File: config.mk
export PLATFORM = sky130hd
export DESIGN_NAME = adder_mcc_pipe
export DESIGN_NICKNAME = d
export VERILOG_FILES = /design/src/rtl/adder_mcc_pipe.sv
export SDC_FILE = /design/constraint.sdc
export NUM_CORES = 1
export LEC_CHECK = 0
export BUFFER_PORTS_ARGS = -buffer_cell sky130_fd_sc_hd__buf_2
export CORE_MARGIN = 2
export CORE_UTILIZATION = 55
export DETAILED_ROUTE_END_ITERATION = 10
export PLACE_DENSITY = 0.76
export REMOVE_ABC_BUFFERS = 1
export SETUP_SLACK_MARGIN = 0.05
export SLEW_MARGIN = 10
export SYNTH_ARGS = -nofsm -noshare
export SYNTH_HDL_FRONTEND = slang
export SYNTH_SLANG_ARGS = --single-unit
File: constraint.sdc
create_clock -name clk -period 7.36 [get_ports clk]
set_clock_uncertainty 0.1 [all_clocks]
set_input_delay 0 -clock clk [delete_from_list [all_inputs] [get_ports clk]]
set_output_delay 0 -clock clk [all_outputs]
set_load 0.01 [all_outputs]
File: src/rtl/adder_mcc_pipe.sv
// Pipelined Manchester-carry-chain adder: one SEG_W-bit carry chain per register stage.
// Optional subtract mode under `ADDER_MCC_SUB_EN`; default WIDTH taken from `WIDTH` (32 if undefined).
`ifndef WIDTH
`define WIDTH 32
`endif

module adder_mcc_pipe #(
    parameter int WIDTH = `WIDTH,
    parameter int SEG_W = 8
) (
    input  logic             clk,
    input  logic             rst,
    input  logic             in_valid,
    output logic             in_ready,
    input  logic [WIDTH-1:0] x,
    input  logic [WIDTH-1:0] y,
    input  logic             cin,
`ifdef ADDER_MCC_SUB_EN
    input  logic             sub,
`endif
    output logic             out_valid,
    input  logic             out_ready,
    output logic [WIDTH:0]   s,
    output logic             busy
);

    localparam int NSEG = (WIDTH + SEG_W - 1) / SEG_W;

    // Manchester chain over segment k only: bits outside the segment return 0,
    // the MSB of the result is the segment's carry-out.
    function automatic logic [WIDTH:0] seg_add(
        input logic [WIDTH-1:0] a,
        input logic [WIDTH-1:0] b,
        input logic             c_in,
        input int               k
    );
        logic [WIDTH-1:0] sum;
        logic             c;
        sum = '0;
        c   = c_in;
        for (int i = 0; i < WIDTH; i++) begin
            if (i >= k * SEG_W && i < (k + 1) * SEG_W) begin
                sum[i] = (a[i] ^ b[i]) ^ c;
                c      = (a[i] & b[i]) | ((a[i] | b[i]) & c);
            end
        end
        return {c, sum};
    endfunction

    logic [WIDTH-1:0] y_in;
    logic             c_in;

    // Subtraction is folded into the operands at accept, so the encoded
    // operand travels down the pipe with its transaction.
`ifdef ADDER_MCC_SUB_EN
    assign y_in = sub ? ~y : y;
    assign c_in = sub ? 1'b1 : cin;
`else
    assign y_in = y;
    assign c_in = cin;
`endif

    logic [WIDTH-1:0] x_p   [NSEG];
    logic [WIDTH-1:0] y_p   [NSEG];
    logic [WIDTH-1:0] sum_p [NSEG];
    logic             c_p   [NSEG];
    logic             vld_p [NSEG];
    logic [WIDTH:0]   seg_res [NSEG];

    always_comb begin
        seg_res[0] = seg_add(x, y_in, c_in, 0);
        for (int k = 1; k < NSEG; k++) begin
            seg_res[k] = seg_add(x_p[k-1], y_p[k-1], c_p[k-1], k);
        end
    end

    assign out_valid = vld_p[NSEG-1];
    assign s         = {c_p[NSEG-1], sum_p[NSEG-1]};
    assign in_ready  = !(out_valid && !out_ready);

    always_comb begin
        busy = 1'b0;
        for (int k = 0; k < NSEG; k++) begin
            busy = busy | vld_p[k];
        end
    end

    // Stage k completes segment k; lower sum bits ride along already finished,
    // so every bit of a result leaves the last stage together.
    always_ff @(posedge clk) begin
        if (rst) begin
            for (int k = 0; k < NSEG; k++) begin
                vld_p[k] <= 1'b0;
                c_p[k]   <= 1'b0;
                sum_p[k] <= '0;
                x_p[k]   <= '0;
                y_p[k]   <= '0;
            end
        end else if (in_ready) begin
            vld_p[0] <= in_valid;
            x_p[0]   <= x;
            y_p[0]   <= y_in;
            sum_p[0] <= seg_res[0][WIDTH-1:0];
            c_p[0]   <= seg_res[0][WIDTH];
            for (int k = 1; k < NSEG; k++) begin
                vld_p[k] <= vld_p[k-1];
                x_p[k]   <= x_p[k-1];
                y_p[k]   <= y_p[k-1];
                sum_p[k] <= seg_res[k][WIDTH-1:0] | sum_p[k-1];
                c_p[k]   <= seg_res[k][WIDTH];
            end
        end
    end

endmodule

==> flow_summary.ini <==
[run_status]
status = complete, no violations

[setup_path]
r2r_cells = 9
cp-start-kind = flip-flop
crit_type = flip-flop to flip-flop
path_max_fanout = 1
arrival_ns = 4.67
worstPathRequired_ns = 7.40
crit_path_end_kind = flip-flop

[floorplan]
ioPinCount = 105
die_h_um = 129
start_util = 0.565
core_region_area_um2 = 15300
dieArea_um2 = 16700
die_w_um = 129
num_rows = 45

[global_route]
use_met3 = 0.0376
antenna_found_initial = 0
grt_remaining_overflow = 0
grt_max_degree = 145
grtUsageTotal = 0.166
met1_usage = 0.210
grt_pass1_wl_um = 21000
global_route.usage.met2 = 0.267
busiest_layer = met2
grt_pass1_vias = 4278

[logic_synthesis]
synthCells = 464
synth_top_area_cell = edfxtp_1
synth_edf_count = 184
syn_avg_cell_area_um2 = 18.6
synth_cell_types = 14
synth_common_cells = edfxtp_1 (184), nor3b_2 (133), nor3b_1 (45), fa_1 (32), buf_2 (21)
synth_top_cell_area_share = 0.641
synthFlopType = edfxtp_1
synth.most_common_cell = edfxtp_1
synth_area_leaders = edfxtp_1 (64%), nor3b_2 (19%), fa_1 (7.4%)
ys_ff_latch = 184
syn_area_um2 = 8620
ys_async_sr_fraction = 0
seq_area_frac_synth = 0.641
yosysWarnings = 0

[sta]
slew_headroom = 0.291
finalHoldViolCount = 0
hold_ws_ns = 0.0189
setup_viol = 0
finalSetupTns_ns = 0
fmax_ghz = 0.216
worstMarginPinSlew_ns = 1.06
period_share = 0.629
finalCriticalPeriod_ns = 4.63
slew_violations = 0
rsz0062_at_grt = no

[detailed_routing]
routed_via_density = 5.08
drtIter0Drc = 322
route.detailed.drc = 0
detail-route-antenna-nets = 0
wl_per_cell_um = 15.7
routed_wl_um = 13100
vias = 4241
dr.pass1.iters = 6

[layout]
instances_no_fill = 835
drive_above_1_share = 0.427
num-nets-final = 713
area_delta_synth_final_pct = 19.0
fin_area_um2 = 10300

[clock_tree]
clkLatencyLatePin_ns = 0.42
cts_setup_buffers = 0
cts_made_buffers = 17
clk_pin_slew_ns = 0.06
root_buffer = clkbuf_16
clock_sinks = 184
cts_tree = built
htree_num_levels = 4
cts_buffer_depth = 2

[run]
drv_cap = 0

[place]
portBuffers = 104
dp_cells = 742
hpwlAfterDp_um = 6700
place.gp.congestion = 0.749
placed_area_um2 = 9150

[pwr]
power_leakage_nw = 4.16
p_total_w = 0.00221
ir_drop_mv = 0.151
power_density_nw_per_um2 = 216

[hold_path]
whs_path_depth = 4
hp-class = input pin to flip-flop
[power breakdown]
group          internal (W)  switching (W)  total (W)
sequential          0.00122      0.0000183    0.00124
combinational      0.000113      0.0000830   0.000196
clock              0.000422       0.000351   0.000773
[registers in the layout (all words and copies together) (netlist names)]
name	cells
sum_p	80
x_p	48
y_p	48
c_p	4
vld_p	4
[path summary, 6_finish.rpt]
path	from	endpoint	slack, ns
max	y_p[0][48]$_SDFFCE_PN0P_	sum_p[2][23]$_SDFFCE_PN0P_	2.73
min	x[0]	sum_p[0][0]$_SDFFCE_PN0P_	0.02
max reg2reg	y_p[0][48]$_SDFFCE_PN0P_	sum_p[2][23]$_SDFFCE_PN0P_	2.73
min reg2reg	y_p[0][58]$_SDFFCE_PN0P_	y_p[0][90]$_SDFFCE_PN0P_	0.46
[layer usage]
metal	routed length [um]	share of wire	up-vias
met2	6620	0.51	88
met3	406	0.031	26
met1	5670	0.43	2110
met5	0	0	-
li1	-	-	2017
met4	379	0.029	0
[critical path, cell delays in order, from the launching register on]
cell and delay, ns:
edfxtp_1 0.40, fa_1 0.46, fa_1 0.46, fa_1 0.46, fa_1 0.47, fa_1 0.47, fa_1 0.46, fa_1 0.46
fa_1 0.47, nor3b_2 0.15
[final cells by class]
type                       count  area, um^2
sequential                   184        5530
timing repair buffer         172        1210
clock inverter                 7        31.3
clock buffer                  23         448
multi-input combinational    219        2710
antenna                        1        2.50
fill                        1040        5000
inverter                      18        67.6
tap                          211         264
[cells by family (layout without fill, tap and decap cells)]
kind of cell             count (synthesis)  in the layout  share of synthesized area
flip-flops                             184            184                      0.641
buffers and inverters                   61            220                     0.0462
AND/OR/NAND/NOR                        187            187                      0.238
other                                    0              1                          0
adder cells (fa/ha/maj)                 32             32                     0.0744
[per-stage QoR]
stage,worst slack [ns],utilization
final,2.73,0.672
after global routing,2.55,0.672
after CTS,2.67,0.672
after detailed placement,2.68,0.600
after global placement,2.71,0.600
after floorplan,-16.10,-
[cells in the final DEF, fill, tap and decap left out]
cell type      count
nor3b_2          133
dlygate4sd3_1     62
clkinv_2           4
nor3_1             6
inv_1             18
fa_1              32
nand2b_4           1
clkbuf_16         17
clkinv_1           3
or4_1              1
nor2b_4            1
clkbuf_8           1
diode_2            1
buf_12             1
clkbuf_1           6
nor3b_1           45
buf_2            103
edfxtp_1         184
buf_4              5
[what timing repair did]
item                                   in CTS  in global routing
resized for setup                           0                  0
hold buffers                               62                  0
endpoints found under the hold margin      57                  0
setup endpoints to repair                   0                  0
No activity file was read; power rests on OpenSTA's default activity.
